### src/rtl/decode_out_pipe_buf.sv
// Decode->execute pipeline buffer: DEPTH-entry FIFO of decoded bundles with valid/ready on both sides.
// Latency 1 cycle (0 with DECODE_OUT_BYPASS_EN when empty); in_ready = not full, independent of out_ready.
// Optional feature macro: DECODE_OUT_BYPASS_EN (empty-buffer combinational pass-through).
module decode_out_pipe_buf #(
    parameter int IR_W    = 16,
    parameter int NPC_W   = 16,
    parameter int ECTRL_W = 6,
    parameter int WCTRL_W = 2,
    parameter int DEPTH   = 2
) (
    input  logic                       clock,
    input  logic                       reset,
    input  logic                       in_valid,
    output logic                       in_ready,
    input  logic [IR_W-1:0]            IR_in,
    input  logic [ECTRL_W-1:0]         E_control_in,
    input  logic [NPC_W-1:0]           npc_in,
    input  logic                       Mem_Control_in,
    input  logic [WCTRL_W-1:0]         W_Control_in,
    input  logic                       flush,
    output logic                       out_valid,
    input  logic                       out_ready,
    output logic [IR_W-1:0]            IR,
    output logic [ECTRL_W-1:0]         E_control,
    output logic [NPC_W-1:0]           npc_out,
    output logic                       Mem_Control,
    output logic [WCTRL_W-1:0]         W_Control,
    output logic [$clog2(DEPTH):0]     count
);

    localparam int PTR_W = $clog2(DEPTH);
    localparam int CNT_W = PTR_W + 1;

    typedef struct packed {
        logic [IR_W-1:0]    ir;
        logic [ECTRL_W-1:0] e_ctrl;
        logic [NPC_W-1:0]   npc;
        logic               mem_ctrl;
        logic [WCTRL_W-1:0] w_ctrl;
    } bundle_t;

    bundle_t            r_mem [DEPTH];
    logic [PTR_W-1:0]   r_wr_ptr;
    logic [PTR_W-1:0]   r_rd_ptr;
    logic [CNT_W-1:0]   r_count;

    bundle_t            w_in_bundle;
    bundle_t            w_out_bundle;
    logic               w_in_ready;
    logic               w_bypass;
    logic               w_push;
    logic               w_pop;
    logic               w_not_empty;

    assign w_in_bundle = '{ir: IR_in, e_ctrl: E_control_in, npc: npc_in,
                           mem_ctrl: Mem_Control_in, w_ctrl: W_Control_in};

    assign w_not_empty = (r_count != '0);
    assign w_in_ready  = reset && (r_count < CNT_W'(DEPTH));

`ifdef DECODE_OUT_BYPASS_EN
    // An empty buffer with a consumer ready hands the bundle straight through without storing it.
    assign w_bypass = reset && !flush && !w_not_empty && in_valid && out_ready;
`else
    assign w_bypass = 1'b0;
`endif

    assign w_push = in_valid && w_in_ready && !w_bypass;
    assign w_pop  = w_not_empty && out_ready;

    always_ff @(posedge clock) begin
        if (!reset) begin
            r_wr_ptr <= '0;
            r_rd_ptr <= '0;
            r_count  <= '0;
        end else if (flush) begin
            r_wr_ptr <= '0;
            r_rd_ptr <= '0;
            r_count  <= '0;
        end else begin
            if (w_push) begin
                r_wr_ptr <= r_wr_ptr + PTR_W'(1);
            end
            if (w_pop) begin
                r_rd_ptr <= r_rd_ptr + PTR_W'(1);
            end
            case ({w_push, w_pop})
                2'b10:   r_count <= r_count + CNT_W'(1);
                2'b01:   r_count <= r_count - CNT_W'(1);
                default: r_count <= r_count;
            endcase
        end
    end

    // Storage is not reset: the output mux never exposes an entry outside the valid window.
    always_ff @(posedge clock) begin
        if (reset && !flush && w_push) begin
            r_mem[r_wr_ptr] <= w_in_bundle;
        end
    end

    always_comb begin
        w_out_bundle = '0;
        out_valid    = 1'b0;
        if (reset) begin
            if (w_bypass) begin
                w_out_bundle = w_in_bundle;
                out_valid    = 1'b1;
            end else if (w_not_empty) begin
                w_out_bundle = r_mem[r_rd_ptr];
                out_valid    = 1'b1;
            end
        end
    end

    assign in_ready    = w_in_ready;
    assign IR          = w_out_bundle.ir;
    assign E_control   = w_out_bundle.e_ctrl;
    assign npc_out     = w_out_bundle.npc;
    assign Mem_Control = w_out_bundle.mem_ctrl;
    assign W_Control   = w_out_bundle.w_ctrl;
    assign count       = r_count;

endmodule
### config.mk
export PLATFORM = sky130hd
export DESIGN_NAME = decode_out_pipe_buf
export DESIGN_NICKNAME = d
export VERILOG_FILES = /design/src/rtl/decode_out_pipe_buf.sv
export SDC_FILE = /design/constraint.sdc
export NUM_CORES = 1
export LEC_CHECK = 0
export BUFFER_PORTS_ARGS = -buffer_cell sky130_fd_sc_hd__buf_2
export CORE_MARGIN = 2
export CORE_UTILIZATION = 40
export CTS_BUF_LIST = sky130_fd_sc_hd__clkbuf_8
export DETAILED_ROUTE_END_ITERATION = 6
export RECOVER_POWER = 25
export SYNTH_ARGS = -nofsm -noshare
export SYNTH_HDL_FRONTEND = slang
export SYNTH_SLANG_ARGS = --single-unit
### constraint.sdc
create_clock -name clock -period 7.8 [get_ports clock]
set_input_delay 0.39 -clock clock [delete_from_list [all_inputs] [get_ports clock]]
set_output_delay 0.39 -clock clock [all_outputs]
set_load 0.01 [all_outputs]
==> flow_metrics.tcl, run 1 <==
set metrics [dict create \
    syn_nets 248 \
    vdd_drop_max_mv 0.0897 \
    relSlewSlack 0.289 \
    power_switching_uw 184 \
    tightest_slew_ns 1.06 \
    final_antenna_net_count 0 \
    die-width_um 95.0 \
    synthCells 201 \
    fin_nets 342 \
    netlist_top_cells_area "edfxtp_1, mux2i_1, nor2_1" \
    end_kind "output pin" \
    via_per_inst 4.59 \
    worstPathRequired_ns 7.41 \
    rrSetupSlack_ns 5.91 \
    ys_seq_area_frac 0.774 \
    cts_tree "built" \
    cp_num_buf_inv 1 \
    cp-start-kind "flop" \
    tns_ns 0 \
    switching_share 0.203 \
    leakagePower_uw 0.00151 \
    yosysUniqueCellTypes 18 \
    cts_sinks 87 \
    cp_cell_sequence "o21ai_4 -> nor2_1 -> buf_2" \
    critPathMaxStageDelay_ns 0.86 \
    syn_area_per_cell_um2 16.5 \
    ys_warn_count 0 \
    fmax_mhz 420 \
    cts_hold_buf 0 \
    cts_resized 0 \
    rows 33 \
    worst-setup-path-type "reg -> out" \
    first_pass_iters 4 \
    path_max_fanout 42 \
    die_h_um 95.0 \
    cts-root-buf "clkbuf_8" \
    final_cell_mix "buf_2, edfxtp_1, nor2_1, mux2i_1, clkbuf_8" \
    avgRoutedWirePerCell_um 13.8 \
    drc 0 \
    hp-class "in -> reg" \
    clk_pin_slew_ns 0.09 \
    holdPathEnd "r_mem[0][31]" \
    initial_core_util 0.407 \
    antenna_found_initial 0 \
    grt_pass1_wl_um 8370 \
    cp.arrival_ns 1.99 \
    multi_input_area_um2 718 \
    min_from "IR_in[6]" \
    pin_count 91 \
    synth_top_area_frac 0.744 \
    overflow 0 \
    htreeDepth 3 \
    period_needed_ns 2.38 \
    cts.path.max_buffers 2 \
    internal-power_uw 720 \
    fin_crit_sh 0.305 \
    drive_above_1_share 0.353 \
    ys_seq_elements 87 \
    r2r-start "count[1]" \
    rsz0062_at_grt "no" \
    diodes 0 \
    via_count 1857 \
    grt_use_total 0.128 \
    p_per_area_mw_per_mm2 221 \
    p_comb_frac 0.047 \
    grt_max_degree 43 \
    nFillCells 724 \
    critPathSlowestCell "o21ai_4" \
    dp_hpwl_um 3430 \
    cp_top_family "compound AO/OA/AOI/OAI gates" \
    dieArea_mm2 0.00902 \
    clk_latency_ns 0.35 \
    rr_worst_depth 2 \
    hold_depth 1 \
    area_delta_synth_final_pct 23.7 \
    status "completed" \
    slew_violations 0 \
    finClkSkew_ns 0.00776 \
    post-cts-setup-buffer-count 0 \
    port_buffers 90 \
    p_clk_frac 0.375 \
    seq_power_share 0.579 \
    seq_area_mm2 0.00256 \
    cts_made_buffers 9 \
    globalplace.congestion 0.684 \
    syn_area_mm2 0.00331 \
    layout.cells.most_common "buf_2" \
    routed_wl_um 5590 \
    core_mm2 0.00813 \
    worstReg2RegEnd "r_mem[1][33]" \
    dr.first_iter.drc_count 46 \
    maxCapViolations 0 \
    grt_pass1_vias 1803 \
    finalHoldViolCount 0 \
    final-setup-viol-count 0 \
    p_total_uw 903 \
    synth.largest_area_cell "edfxtp_1" \
]
## power groups by stage
| stage | combinational, µW | clock (µW) | sequential (µW) |
|---|---|---|---|
| 6_report | 42.1 | 339 | 523 |
| 5_1_grt | 46.8 | 364 | 524 |
| 4_1_cts | 43.5 | 348 | 523 |
| 3_5_place_dp | 43.4 | 0 | 534 |
| 3_3_place_gp | 42.6 | 0 | 533 |
| 2_1_floorplan | 20.0 | 0 | 533 |
## worst max path at each step
stage	slack (ns)	depth (start not counted)	start	endpoint
global placement	5.74	3	count[1]	IR[12]
detailed placement	5.73	3	count[1]	IR[12]
global route	5.22	3	count[1]	IR[12]
floorplan	4.97	3	in_valid	r_mem[0][0]
finish	5.42	3	count[1]	IR[8]
CTS	5.34	3	count[1]	IR[12]
## registers in the layout (all words and copies together) (netlist names), named ones only
register / flops
r_mem: 82
count: 2
r_rd_ptr: 1
r_wr_ptr: 1
## layout make-up
type	count	area share
inverters	1	0.000917
well taps	105	0.0321
clock buffers	9	0.0302
flip-flops and latches	87	0.626
repair buffers	92	0.112
clock inverters	7	0.0235
multi-input cells	104	0.175
## worst reg2reg max path, cell delays in order, from the launching register on
cell,delay (ns)
dfxtp_1,0.39
nor2b_1,0.23
and3_2,0.86
## cell usage after synthesis (all sizes together)
library cell / count
a21oi: 1
and3: 1
buf: 9
dfxtp: 5
edfxtp: 82
ha: 1
inv: 1
mux2i: 41
nand2: 2
nand2b: 1
nor2: 46
nor2b: 3
o21a: 1
o21ai: 2
or3: 1
xnor2: 3
xor2: 1
## layer usage
metal / GRT usage / wire length [µm]
met5: 0 / 0
met4: 0.0688 / 106
met3: 0.0335 / 342
met2: 0.209 / 2770
met1: 0.155 / 2370
## through the flow
stage               utilization  instances  area, µm²  worst slack, ns  hold slack, ns
floorplan                     -        201       3310             4.97           0.481
global placement          0.477        389       3880             5.74           0.495
detailed placement        0.477        389       3880             5.73           0.502
CTS                       0.504        405       4100             5.34           0.203
global route              0.503        405       4100             5.22           0.207
finish                    0.503        405       4100             5.42           0.220
## cells by family (layout without fill, tap and decap cells)
| kind of cell | Yosys count | in the layout | synth area share |
|---|---|---|---|
| flops | 87 | 87 | 0.774 |
| simple gates | 54 | 54 | 0.0658 |
| mux | 41 | 41 | 0.124 |
| buf+inv | 10 | 109 | 0.0147 |
| compound gates | 4 | 4 | 0.00680 |
| xor+xnor | 4 | 4 | 0.0106 |
| fa+ha+maj | 1 | 1 | 0.00378 |
(Power assumes the default switching activity.)
==> run 2, diff against run 1 <==
Clock period 7.8 ns to 2.4 ns, I/O delays scaled along.
==> run 2 against run 1 <==
Sequential share of layout area shrank 6.0 points. Count of clock-buffer cells in the layout is the same. First-iteration DRC count increased by 24%. Via count rose by 8.8%. Clock power increased to 2.9 times the previous value. Largest cell class unchanged. Largest power group unchanged. Highest routed layer unchanged.
==> flow_metrics.tcl, run 2 (synthesized netlist as in run 1, its figures left out) <==
set metrics [dict create \
    p_per_area_mw_per_mm2 636 \
    overflow 0 \
    diodes 0 \
    grt_max_degree 42 \
    dieArea_mm2 0.00902 \
    core_mm2 0.00813 \
    post-cts-setup-buffer-count 0 \
    final_antenna_net_count 0 \
    fmax_mhz 534 \
    r2r-start "count[1]" \
    relSlewSlack 0.645 \
    routed_wl_um 6310 \
    seq_power_share 0.591 \
    end_kind "output pin" \
    worstPathRequired_ns 2.28 \
    clk_pin_slew_ns 0.08 \
    tns_ns 0 \
    hp-class "in -> reg" \
    first_pass_iters 4 \
    cts_made_buffers 9 \
    antenna_found_initial 0 \
    dr.first_iter.drc_count 57 \
    cp-start-kind "flop" \
    avgRoutedWirePerCell_um 14.0 \
    top_register "r_mem" \
    final_cell_mix "edfxtp_1, buf_2, nor2_1, mux2i_1, dlygate4sd3_1" \
    final-setup-viol-count 0 \
    switching_share 0.209 \
    port_buffers 90 \
    grt_pass1_vias 1955 \
    worst-setup-path-type "reg -> out" \
    pin_count 91 \
    clk_latency_ns 0.34 \
    grt_use_total 0.146 \
    internal-power_uw 2280 \
    dp_hpwl_um 3900 \
    tightest_slew_ns 0.533 \
    maxCapViolations 0 \
    initial_core_util 0.407 \
    whs_ns 0.182 \
    finalHoldViolCount 0 \
    path_max_fanout 26 \
    p_clk_frac 0.342 \
    area_delta_synth_final_pct 36.8 \
    grt_pass1_wl_um 9600 \
    nFillCells 691 \
    min_from "flush" \
    fin_nets 387 \
    cts-root-buf "clkbuf_8" \
    leakagePower_uw 0.00167 \
    htreeDepth 3 \
    drive_above_1_share 0.290 \
    layout.cells.most_common "edfxtp_1" \
    rsz0062_at_grt "no" \
    place_area_mm2 0.00394 \
    rr_worst_depth 5 \
    fin_crit_sh 0.781 \
    die_h_um 95.0 \
    period_needed_ns 1.87 \
    rows 33 \
    slew_violations 0 \
    drc 0 \
    via_per_inst 4.49 \
    cts.path.max_buffers 2 \
    p_comb_frac 0.067 \
    vdd_drop_max_mv 0.282 \
    power_switching_uw 600 \
    cts_tree "built" \
    p_total_uw 2880 \
    die-width_um 95.0 \
    status "completed" \
    largest_reg_flops 82 \
    finClkSkew_ns 0.00666 \
    hold_depth 3 \
    cp.arrival_ns 1.75 \
    via_count 2021 \
    globalplace.congestion 0.696 \
    cts_sinks 87 \
    fin_area_mm2 0.00453 \
]
run 2: timing repair:
action | CTS | global route
gates resized for setup | 0 | 0
hold endpoints to repair | 82 | 0
hold buffers | 41 | 0
run 2: path summary, 6_finish.rpt:
kind / to / slack, ns
hold reg to reg: r_rd_ptr / 0.53
hold / removal: r_wr_ptr / 0.18
setup / recovery: npc_out[9] / 0.53
setup reg to reg: count[1] / 0.84
run 2: cell type report:
| cell class | instances | area (µm²) | area share |
|---|---|---|---|
| well taps | 105 | 131 | 0.0290 |
| clock buffers | 9 | 124 | 0.0274 |
| flip-flops and latches | 87 | 2560 | 0.566 |
| inverters | 1 | 3.75 | 0.000829 |
| repair buffers | 137 | 913 | 0.202 |
| multi-input cells | 104 | 718 | 0.159 |
| clock inverters | 7 | 72.6 | 0.0160 |
run 2: metal layers:
metal / share of wire / vias to the layer above / global-route usage / wire (µm)
met5: 0 / - / 0 / 0
met4: 0.014 / 0 / 0.0688 / 87
met3: 0.041 / 8 / 0.0327 / 256
met2: 0.49 / 48 / 0.243 / 3110
met1: 0.45 / 954 / 0.181 / 2870
li1: - / 1011 / - / -
run 2: worst max-delay path: stages, from the launching register on:
cell     delay, ns
dfxtp_2       0.67
buf_12        0.28
mux2i_1       0.26
nor2_1        0.06
buf_2         0.14
run 2: metrics by stage:
stage | util | setup slack (ns) | cells
2_1_floorplan | - | 0.269 | 201
3_3_place_gp | 0.484 | 0.888 | 393
3_5_place_dp | 0.484 | 0.889 | 393
4_1_cts | 0.559 | 0.500 | 450
5_1_grt | 0.557 | 0.426 | 450
6_report | 0.557 | 0.526 | 450
run 2: power groups by stage:
stage,Clock [µW],Sequential (µW),Combinational (µW)
floorplan,0,1730,65.2
global placement,0,1740,140
detailed placement,0,1740,144
CTS,1020,1700,196
global route,1070,1700,212
finish,985,1700,192
==> run 3, diff against run 2 <==
Clock period 2.4 ns to 1.8 ns, I/O delays scaled along.
==> run 3 against run 2 <==
Non-clock buffer count grew 1. Critical path depth is the same. Cell count shrank 0.22%. Largest power group unchanged. Via count grew 0.25%. First-iteration DRC count grew 39%. Count of clock-buffer cells in the layout is the same. Total power grew 45%. Register-to-register slack lost 0.57 ns. Core utilization grew 0.95 points. Critical endpoint is now npc_out[13]. Cell area grew 1.7%. Global-route usage shrank 0.70 points. Die area is the same.
==> flow_metrics.tcl, run 3 (synthesized netlist as in run 1, its figures left out) <==
set metrics [dict create \
    p_per_area_mw_per_mm2 908 \
    rrSetupSlack_ns 0.27 \
    finalHoldViolCount 0 \
    grt_pass1_wl_um 9140 \
    r2r-start "count[1]" \
    holdPathEnd "r_wr_ptr" \
    largest_reg_flops 82 \
    grt_use_total 0.139 \
    overflow 0 \
    relSlewSlack 0.753 \
    status "completed" \
    layoutNonFillerInstCount 449 \
    avgRoutedWirePerCell_um 13.5 \
    antenna_found_initial 0 \
    cts_made_buffers 9 \
    worst-setup-path-type "reg -> out" \
    worstReg2RegEnd "r_mem[1][5]" \
    dp_hpwl_um 3750 \
    die-width_um 95.0 \
    slew_violations 0 \
    grt_util_met2 0.233 \
    cp-start-kind "flop" \
    core_mm2 0.00813 \
    post-cts-setup-buffer-count 0 \
    final-setup-viol-count 0 \
    initial_core_util 0.407 \
    rr_worst_depth 3 \
    drive_above_1_share 0.276 \
    drc 0 \
    fin_crit_sh 0.863 \
    use_met3 0.0319 \
    cts-root-buf "clkbuf_8" \
    tightest_slew_ns 0.371 \
    cp.arrival_ns 1.46 \
    pin_count 91 \
    diodes 0 \
    min_from "flush" \
    vdd_drop_max_mv 0.563 \
    period_needed_ns 1.55 \
    htreeDepth 3 \
    hold_depth 3 \
    tns_ns 0 \
    area_delta_synth_final_pct 39.1 \
    path_max_fanout 21 \
    worstPathRequired_ns 1.71 \
    via_count 2026 \
    clk_pin_slew_ns 0.08 \
    cts_tree "built" \
    globalplace.congestion 0.662 \
    fmax_mhz 644 \
    fin_nets 388 \
    rows 33 \
    top_register "r_mem" \
    final_antenna_net_count 0 \
    hp-class "in -> reg" \
    p_total_uw 4180 \
    grtUsageMet1 0.168 \
    cts_sinks 87 \
    cts.path.max_buffers 2 \
    via_per_inst 4.51 \
    die_h_um 95.0 \
    clk_latency_ns 0.34 \
    grt_pass1_vias 1917 \
    final_cell_mix "edfxtp_1, buf_2, nor2_1, mux2i_1, dlygate4sd3_1" \
    end_kind "output pin" \
    leakagePower_uw 0.00170 \
    grt_max_degree 43 \
    finClkSkew_ns 0.00766 \
    post-place-cells 394 \
    port_buffers 90 \
    dr.first_iter.drc_count 79 \
    layout.cells.most_common "edfxtp_1" \
    first_pass_iters 4 \
    rsz0062_at_grt "no" \
    maxCapViolations 0 \
    routed_wl_um 6040 \
    busiest_layer "met2" \
    dieArea_mm2 0.00902 \
]
[run 3: cell count changes in the layout (fill, tap and decap cells not counted), sizes merged]
| cell | delta |
|---|---|
| bufinv | +3 |
| clkbuf | +3 |
| clkinv | -5 |
| buf | -2 |
[run 3: worst max-delay path by stage]
stage,from,to,slack (ns)
after floorplan,count[1],r_mem[0][0],0.10
after detailed placement,count[1],r_mem[1][0],0.26
after CTS,flop,npc_out[13],0.21
after global routing,flop,IR[11],0.13
final,flop,npc_out[13],0.25
after global placement,count[1],r_mem[1][0],0.31
[run 3: what timing repair did]
item / 4_1_cts / 5_1_grt
endpoints found under the hold margin: 82 / 0
resized for setup: 0 / 0
hold buffers: 41 / 0
[run 3: final cells by class]
type / instances / area, µm²
Clock inverter: 5 / 124
Inverter: 1 / 3.75
Timing Repair Buffer: 138 / 940
Multi-Input combinational cell: 104 / 718
Clock buffer: 9 / 124
Fill cell: 670 / 3530
Tap cell: 105 / 131
Sequential cell: 87 / 2560
[run 3: layer usage]
metal | routed length [µm] | share of wire | vias to the layer above
met5 | 0 | 0 | -
met4 | 98 | 0.016 | 0
met3 | 297 | 0.049 | 10
met2 | 3050 | 0.50 | 55
met1 | 2600 | 0.43 | 949
li1 | - | - | 1012
[run 3: stage by stage]
stage	cell area, µm²	worst slack (ns)	hold slack, ns	utilization
floorplan	3320	0.102	0.189	-
global placement	3970	0.312	0.280	0.488
detailed placement	3970	0.264	0.282	0.488
CTS	4630	0.212	0.125	0.569
global route	4600	0.127	0.155	0.566
finish	4600	0.247	0.136	0.566
[run 3: power breakdown]
| part | internal (µW) | total, µW | switching (µW) |
|---|---|---|---|
| Combinational | 142 | 260 | 118 |
| Clock | 1040 | 1660 | 613 |
| Sequential | 2250 | 2260 | 11.7 |
[run 3: worst max-delay path, cell delays in order, from the launching register on]
cell,delay [ns]
dfxtp_2,0.33
buf_4,0.33
mux2i_1,0.25
nor2_1,0.06
buf_2,0.14
